==> src/rtl/nt_mon_pkg.sv <==
// nt_mon_pkg: shared state encoding and default sizing for the trigger monitor
package nt_mon_pkg;
    localparam int PAT_W_DEF   = 4;
    localparam int CNT_W_DEF   = 8;
    localparam int WIN_LEN_DEF = 16;
    typedef enum logic [1:0] {
        ST_IDLE  = 2'd0,
        ST_ARMED = 2'd1,
        ST_ALARM = 2'd2
    } mon_state_e;
endpackage

==> src/rtl/nt_hist_shifter.sv <==
// nt_hist_shifter: sample history, fill tracking and masked pattern compare
module nt_hist_shifter #(
    parameter int PAT_W = 4
) (
    input  logic             clk_i,
    input  logic             rst_ni,
    input  logic             clear_i,
    input  logic             sample_i,
    input  logic             bit_i,
    input  logic [PAT_W-1:0] pattern_i,
    input  logic [PAT_W-1:0] mask_i,
    output logic             hit_o,
    output logic             full_o
);
    localparam int FW = $clog2(PAT_W + 1);
    logic [PAT_W-1:0] hist_q, hist_d;
    logic [FW-1:0]    fill_q, fill_d;
    always_comb begin
        hist_d = clear_i ? '0 : sample_i ? {hist_q[PAT_W-2:0], bit_i} : hist_q;
        fill_d = clear_i ? '0 : (sample_i && fill_q != FW'(PAT_W)) ? fill_q + 1'b1 : fill_q;
    end
    assign full_o = fill_d == FW'(PAT_W);
    // Compare against the history including this cycle's sample
    assign hit_o  = sample_i && !clear_i && full_o && (((hist_d ^ pattern_i) & mask_i) == '0);
    always_ff @(posedge clk_i) begin
        if (!rst_ni) begin
            hist_q <= '0;
            fill_q <= '0;
        end else begin
            hist_q <= hist_d;
            fill_q <= fill_d;
        end
    end
endmodule

==> src/rtl/nt_trigger_monitor.sv <==
// nt_trigger_monitor: counts rare-pattern hits on I8479 per window and raises a sticky alarm
module nt_trigger_monitor
    import nt_mon_pkg::*;
#(
    parameter int PAT_W   = PAT_W_DEF,
    parameter int CNT_W   = CNT_W_DEF,
    parameter int WIN_LEN = WIN_LEN_DEF
) (
    input  logic             I1470,
    input  logic             I1477,
    input  logic             I8479,
    input  logic             sample_en,
    input  logic             clear,
    input  logic [PAT_W-1:0] pattern,
    input  logic [PAT_W-1:0] mask,
    input  logic [CNT_W-1:0] threshold,
    output logic             match,
    output logic [CNT_W-1:0] match_count,
    output logic             alarm,
    output logic [1:0]       state
);
    localparam int WW = $clog2(WIN_LEN);
    logic             smp, hit, full, wrap, trig;
    logic [WW-1:0]    win_q, win_d;
    logic [CNT_W-1:0] cnt_q, cnt_d, cnt_inc;
    logic             match_q;
    mon_state_e       state_q, state_d;
    nt_hist_shifter #(.PAT_W(PAT_W)) u_hist (
        .clk_i     (I1470),
        .rst_ni    (I1477),
        .clear_i   (clear),
        .sample_i  (sample_en),
        .bit_i     (I8479),
        .pattern_i (pattern),
        .mask_i    (mask),
        .hit_o     (hit),
        .full_o    (full)
    );
    assign smp     = sample_en && !clear;
    assign wrap    = smp && win_q == WW'(WIN_LEN - 1);
    assign cnt_inc = (hit && cnt_q != '1) ? cnt_q + 1'b1 : cnt_q;
    // Only a hit can trigger, so a lowered threshold waits for the next hit
    assign trig    = hit && state_q != ST_ALARM && threshold != '0 && cnt_inc >= threshold;
    always_comb begin
        win_d   = (clear || wrap) ? '0 : smp ? win_q + 1'b1 : win_q;
        cnt_d   = clear ? '0 : state_q == ST_ALARM ? cnt_q : trig ? cnt_inc : wrap ? '0 : cnt_inc;
        state_d = clear ? ST_IDLE
                : trig ? ST_ALARM
                : (state_q == ST_IDLE && full) ? ST_ARMED
                : state_q;
    end
    always_ff @(posedge I1470) begin
        if (!I1477) begin
            win_q   <= '0;
            cnt_q   <= '0;
            match_q <= 1'b0;
            state_q <= ST_IDLE;
        end else begin
            win_q   <= win_d;
            cnt_q   <= cnt_d;
            match_q <= hit;
            state_q <= state_d;
        end
    end
    assign match       = match_q;
    assign match_count = cnt_q;
    assign alarm       = state_q == ST_ALARM;
    assign state       = state_q;
endmodule

==> config.mk <==
export PLATFORM = sky130hd
export DESIGN_NAME = nt_trigger_monitor
export DESIGN_NICKNAME = d
export VERILOG_FILES = /design/src/rtl/nt_mon_pkg.sv /design/src/rtl/nt_hist_shifter.sv /design/src/rtl/nt_trigger_monitor.sv
export SDC_FILE = /design/constraint.sdc
export NUM_CORES = 1
export LEC_CHECK = 0
export CAP_MARGIN = 40
export CORE_UTILIZATION = 54
export DETAILED_ROUTE_END_ITERATION = 7
export GPL_TIMING_DRIVEN = 0
export PLACE_DENSITY = 0.86
export SLEW_MARGIN = 25
export SYNTH_ARGS = -nofsm -noshare
export SYNTH_HDL_FRONTEND = slang
export SYNTH_SLANG_ARGS = --single-unit
==> constraint.sdc <==
create_clock -name I1470 -period 6.4 [get_ports I1470]
set_input_delay 0.64 -clock I1470 [delete_from_list [all_inputs] [get_ports I1470]]
set_output_delay 0.64 -clock I1470 [all_outputs]
set_load 0.1 [all_outputs]
# Word-level counts from Yosys, hierarchy flattened
# Index checks and enable logic that the tools add are counted.
[totals]
in_bits = 21
reg_bits = 22
wordCells = 48
[op_classes]
n_reduce_logical = 19
n_eq_ne = 6
bitwise_logic = 3
muxes = 9
order_cmp = 1
add_sub_neg = 3
[op_table]
columns = ["op", "n"]
rows = [
  ["8-bit two-way mux", 3],
  ["1-bit logical AND", 10],
  ["8-bit by 1-bit adder with 8-bit output, second input constant", 1],
  ["8-bit >= comparator", 1],
  ["4-bit two-way mux", 2],
  ["8-bit != test, second input constant", 1],
  ["8-bit nonzero test", 1],
  ["3-bit two-way mux", 2],
  ["4-bit by 1-bit adder with 4-bit output, second input constant", 1],
  ["4-bit bitwise AND", 1],
  ["4-bit equality test, second input constant", 1],
  ["4-bit logical NOT", 1],
  ["2-bit two-way mux", 2],
  ["2-bit OR reduction", 2],
  ["4-bit XOR", 1],
  ["3-bit by 1-bit adder with 3-bit output, second input constant", 1],
  ["3-bit equality test, second input constant", 1],
  ["3-bit != test, second input constant", 1],
  ["3-bit OR reduction", 1],
  ["2-bit equality test, second input constant", 1],
  ["2-bit logical NOT", 1],
  ["2-bit != test, second input constant", 1],
  ["2-bit nonzero test", 1],
  ["1-bit logical NOT", 1],
  ["2 further kinds", 2],
]

# Depth between registers and ports, before layout
[logic_depth]
word_depth = 12
depth_mapped = 17
mapped_depth_nobuf = 16

# Modules after synthesis
# Synthesis repeated with hierarchy kept, for this count alone.
[unflattened]
hier_cells = 178
hier_area_um2 = 1541.5
[by_module_without_submodules]
columns = ["mod", "area_per_inst_um2", "seq_area_each_um2", "cells_per_inst", "instances"]
rows = [
  ["nt_trigger_monitor", 1123.6, 300.3, 131, 1],
  ["nt_hist_shifter", 417.9, 140.1, 47, 1],
]

# Least setup slack after synthesis
# No wires, ideal clock.
[synth_path]
kind = "reg-to-reg"
start = "register u_hist.fill_q[0]"
end = "register cnt_q[3] (netlist: match_count[3])"
setup_time_ns = 0.174
setup_slack_ns = 2.599
path_stages_with_launch = 16
arrival_time_ns = 3.626
path_cell_list = "dfxtp_1 inv_1 ha_1 a21boi_2 mux2_4 a211oi_2 o2111ai_4 nor3_1 mux2_2 ha_1 a211oi_1 nand2_1 o211ai_1 o21ai_2 a41oi_1 a31oi_1"
[synth_via]
elab_chain_cells = 12
word_cells_on_any_way = 16
classes_between = "add/sub (1); order compare (1); eq/ne (2); mux (5); reduce/logical (7)"
[synth_lines]
columns = ["item", "line_no", "source"]
rows = [
  ["from (decl)", "nt_hist_shifter.sv:17", "logic [FW-1:0] fill_q, fill_d;"],
  ["from (signal assigned)", "nt_hist_shifter.sv:31", "fill_q <= fill_d;"],
  ["parallel branches: the longest is 2 deep, another holds 3-bit by 1-bit adder with 3-bit output", "--", ""],
  ["3-bit two-way mux * (2 in series)", "nt_hist_shifter.sv:20", "fill_d = clear_i ? '0 : (sample_i && fill_q != FW'(PAT_W)) ? fill_q + 1'b1 : fill_q;"],
  ["3-bit equality test *", "nt_hist_shifter.sv:22", "assign full_o = fill_d == FW'(PAT_W);"],
  ["1-bit logical AND * (2 in series)", "nt_hist_shifter.sv:24", "assign hit_o = sample_i && !clear_i && full_o && (((hist_d ^ pattern_i) & mask_i) == '0);"],
  ["1-bit logical AND", "nt_trigger_monitor.sv:41", "assign cnt_inc = (hit && cnt_q != '1) ? cnt_q + 1'b1 : cnt_q;"],
  ["8-bit two-way mux", "nt_trigger_monitor.sv:41", ""],
  ["8-bit >= comparator", "nt_trigger_monitor.sv:43", "assign trig = hit && state_q != ST_ALARM && threshold != '0 && cnt_inc >= threshold;"],
  ["1-bit logical AND", "nt_trigger_monitor.sv:43", ""],
  ["8-bit two-way mux *", "nt_trigger_monitor.sv:46", "cnt_d = clear ? '0 : state_q == ST_ALARM ? cnt_q : trig ? cnt_inc : wrap ? '0 : cnt_inc;"],
  ["to (signal assigned)", "nt_trigger_monitor.sv:60", "cnt_q <= cnt_d;"],
  ["to (decl)", "nt_trigger_monitor.sv:25", "logic [CNT_W-1:0] cnt_q, cnt_d, cnt_inc;"],
]
# Every way passes the cells marked *.
# A chain may end at the register's enable or synchronous reset.

# Worst setup path in the final report
[layout_path]
start = "input sample_en"
end = "register cnt_q[3] (netlist: match_count[3])"
[layout_via]
elab_chain_cells = 11
word_cells_on_any_way = 21
classes_between = "order compare (1); eq/ne (1); mux (7); bitwise (2); reduce/logical (10)"
[layout_lines]
columns = ["item", "line_no", "source"]
rows = [
  ["from (decl)", "nt_trigger_monitor.sv:12", "input logic sample_en,"],
  ["4-bit two-way mux or 1-bit logical AND (tied branches)", "nt_hist_shifter.sv:19, nt_hist_shifter.sv:20", ""],
  ["4-bit two-way mux or 3-bit two-way mux (tied branches)", "nt_hist_shifter.sv:19, nt_hist_shifter.sv:20", ""],
  ["4-bit XOR or 3-bit two-way mux (tied branches)", "nt_hist_shifter.sv:24, nt_hist_shifter.sv:20", ""],
  ["4-bit bitwise AND or 3-bit equality test (tied branches)", "nt_hist_shifter.sv:24, nt_hist_shifter.sv:22", ""],
  ["4-bit logical NOT or 1-bit logical AND (tied branches)", "nt_hist_shifter.sv:24", ""],
  ["1-bit logical AND", "nt_hist_shifter.sv:24", ""],
  ["1-bit logical AND", "nt_trigger_monitor.sv:41", ""],
  ["8-bit two-way mux", "nt_trigger_monitor.sv:41", ""],
  ["8-bit >= comparator", "nt_trigger_monitor.sv:43", ""],
  ["1-bit logical AND", "nt_trigger_monitor.sv:43", ""],
  ["8-bit two-way mux *", "nt_trigger_monitor.sv:46", ""],
]
# Every way passes the cells marked *; elsewhere a longest branch is shown, timed or not.

==> summary.txt <==
Run status
  • Status: completed

CTS
  • Total clock sinks: 22
  • Cts repair resizes: 0
  • # H-tree levels: 1
  • Worst-Skew Late Latency: approximately 0.32 ns
  • Clock transition at path regs: between 0.1 and 0.15 ns
  • Post-CTS Setup Bufs: 0
  • Root Driver: clkbuf_4
  • CTS Hold Bufs: 0
  • Clock Tree Buf Depth: 2
  • Total CTS buffers: 3
  • CTS tree: yes

Route
  • DR DRC count: 0
  • Antenna viol nets, final: 0
  • Via density per instance: slightly above 6
  • 1st-iter DRT viols: between 70 and 80
  • Routed len/inst: roughly 16 microns
  • Via count: between 1500 and 2000
  • WL final: just over 4 mm
  • 1st-pass router iterations: 4

STA
  • Unrepaired setup endpoints after global routing: false
  • Slew HR: between 60 and 70%
  • Hold_ws: between 0.5 and 0.6 ns
  • Max-slew violations: 0
  • Setup TNS: 0 ns
  • Final Skew: 0.00580 ns
  • Final setup fails: 0
  • Fmax: around 210 MHz
  • Final hold violation count: 0
  • Final worst-path cycle share: around three quarters
  • Worst Max-Slew Pin Slew: roughly 0.49 ns
  • Minimum clock period: roughly 4.7 ns

Pwr
  • Flop pwr share: between 40% and 50%
  • Peak supply drop: about 0.00015 V
  • Clock share of power: roughly two fifths
  • Internal cell power: roughly 0.00022 W
  • Logic pwr share: roughly 13%
  • Leakage: a little under 0.9 nW
  • Switch share: 23.4%
  • Pwr Total: 0.000290 W
  • Sw Pwr: 0.0000679 W
  • Pwr dens: between 100 and 150 nW/um^2

Setup path
  • CP Data Required Time: between 6 and 7 ns
  • Endpoint class of the critical path: flop
  • Worst Setup Start Kind: primary input
  • Worst path arrival time: approximately 5 ns
  • CP max stage cell: clkdlybuf4s50_1
  • Delay-heaviest family, CP: compound AO/OA/AOI/OAI gates
  • Crit Path Category: primary input to flop
  • Crit-path cells: clkdlybuf4s50_1 > buf_6 > nor2b_1 > inv_1 > a221oi_4 > o2111ai_4 > nor3_1 > mux2_2 > ha_1 > a211oi_1 > nand2_1 > o211ai_1 > o21ai_2 > a41oi_1 > a31oi_1
  • Largest stage delay on the critical path: between 0.5 and 0.6 ns
  • CP max FO: 10
  • WP buf/inv: 3

Synth
  • Synth cell types: 47
  • Syn Std Cell Area: roughly 1500 sq um
  • Syn_nets: 215
  • Mux contribution to synthesized area: under 10%
  • Adder-Cell Fraction of Synth Area: 9.72%
  • #FFs+latches synth: 22
  • Most frequently used flop master after synthesis: dfxtp_1
  • Ys async rst share: 0%
  • Post-Synth XOR/XNOR Area: under 10%
  • Register area share after synthesis: between 20% and 30%
  • Post-Synthesis Cells: roughly 180
  • Synth Warn #: 0
  • Simple-gate share of the synthesized area: between 20% and 30%
  • Compound-Gate Fraction of Synth Area: between 20 and 25%
  • Main combinational cell family by area after synthesis: compound AO/OA/AOI/OAI gates
  • Mapped Avg Cell Area: 8.49 sq um
  • Post-synth EDFFs: 0

Global routing
  • Gr ovfl total: 0
  • Tot GR Track Use: between 20% and 30%
  • Initial antenna violation count: 0
  • Largest net degree at the start of global routing: 14
  • First-pass GRT wire length: between 6 and 7 mm
  • Number of global-route vias before repair: ~1600

Job
  • MaxCap Viol Count: 0

Cells and area
  • Fillers: ~180
  • Layout Nets: between 200 and 300
  • Area growth syn-to-layout: 38.3%
  • Util after Layout: between 70% and 80%
  • Cell area after layout: 2140 sq um
  • Layout cell share with drive strength beyond 1: 13.5%
  • Ant. Diodes: 0

Die
  • Die Ht: around 55 microns
  • Die X: roughly 55 microns
  • Cell Rows: 19
  • Die ar.: 3080 sq um
  • IO Count: 33
  • Initial Utilization: between 50 and 60%
  • Core ar.: 2730 sq um

Placement
  • Post-DP Area: 2080 sq um
  • Input/output buffers: 32
  • GP Congestion: about 0.80
  • DP HPWL: 3.26 mm

Min path
  • Hold crit path type: flop to flop
-- sequential cells by signal (all words and copies together) (netlist names) --
register       flops
u_hist.fill_q      3
win_q              4
match              1
state              2
u_hist.hist_q      4
match_count        8
-- per-stage QoR --
stage,cells,worst slack (ns)
floorplan,182,2.60
global placement,245,1.76
detailed placement,257,1.50
CTS,261,1.82
global route,261,1.51
finish,261,1.69
-- tightest hold or removal path, cell delays in order (launching register included) --
cell     delay [ns]
dfxtp_1        0.36
nor2_1         0.10
nor2_1         0.04
-- path summary, 6_finish.rpt --
check	start	to	slack, ns	depth (start not counted)
max reg2reg	u_hist.fill_q[0]	match_count[3]	1.82	15
min	state[1]	state[1]	0.53	2
max	sample_en	match_count[3]	1.69	15
min reg2reg	state[1]	state[1]	0.53	2
-- power groups by stage --
stage	registers [W]	logic [W]	clock network [W]
finish	0.000139	0.0000388	0.000112
global route	0.000139	0.0000420	0.000116
CTS	0.000139	0.0000385	0.000111
detailed placement	0.000142	0.0000382	0
global placement	0.000142	0.0000359	0
floorplan	0.000142	0.0000193	0
-- layout by cell type (no fill, tap or decap), types with 2 or more instances in the layout --
cell type and n:
nor4_1 2, dfxtp_1 22, ha_1 12, nor3_1 4, clkbuf_4 3, mux2_2 2
o21ai_0 7, a41oi_1 3, a31oi_1 5, nor2b_1 2, and2_1 3, o21ai_1 2
nand3_1 9, nand2_1 10, xor2_1 4, o211ai_1 4, xnor2_1 7, nor2_1 17
a21oi_1 8, inv_1 20, mux2i_1 5, buf_8 12, clkdlybuf4s50_1 32, and3_1 3
o22ai_1 2, and4_1 2, nand2b_1 4
-- area by class of cell --
cell class,count,area (sq um),area share [%]
clock buffer,3,22.5,1.05
inverter,20,75.1,3.51
tap,31,38.8,1.81
timing repair buffer,44,500,23.4
buffer,4,25.0,1.17
sequential,22,440,20.6
multi-input combinational,136,1000,47.0
clock inverter,1,30.0,1.41
-- per-layer routing --
metal | track usage, % | up-vias | routed length, microns
met1 | 32.0 | 743 | 1590
met5 | 0 | - | 0
met2 | 49.2 | 73 | 2060
met3 | 3.28 | 28 | 219
li1 | - | 752 | -
met4 | 17.9 | 0 | 221
-- cells by family (layout without fill, tap and decap cells) --
logic type	Yosys count	in the layout
AND/OR/NAND/NOR	62	62
AO/OA/AOI/OAI	42	42
buffers and inverters	24	72
flip-flops	22	22
adder cells (fa/ha/maj)	12	12
XOR/XNOR	11	11
multiplexers	9	9
-- synthesized netlist by cell type, types with 2 or more instances --
master    count  area (sq um)
nand2_1      10          37.5
and2_1        3          18.8
nor2b_1       2          12.5
mux2_2        2          22.5
nor4_1        2          12.5
nand3_1       9          45.0
o21ai_1       2          10.0
a21oi_1       8          40.0
o211ai_1      4          30.0
o22ai_1       2          12.5
a31oi_1       5          31.3
xnor2_1       7          61.3
and4_1        2          17.5
dfxtp_1      22           440
xor2_1        4          35.0
inv_1        20          75.1
nand2b_1      4          25.0
nor3_1        4          20.0
ha_1         12           150
o21ai_0       7          35.0
and3_1        3          18.8
mux2i_1       5          50.1
a41oi_1       3          26.3
nor2_1       17          63.8
No activity file was read; power rests on OpenSTA's default activity.
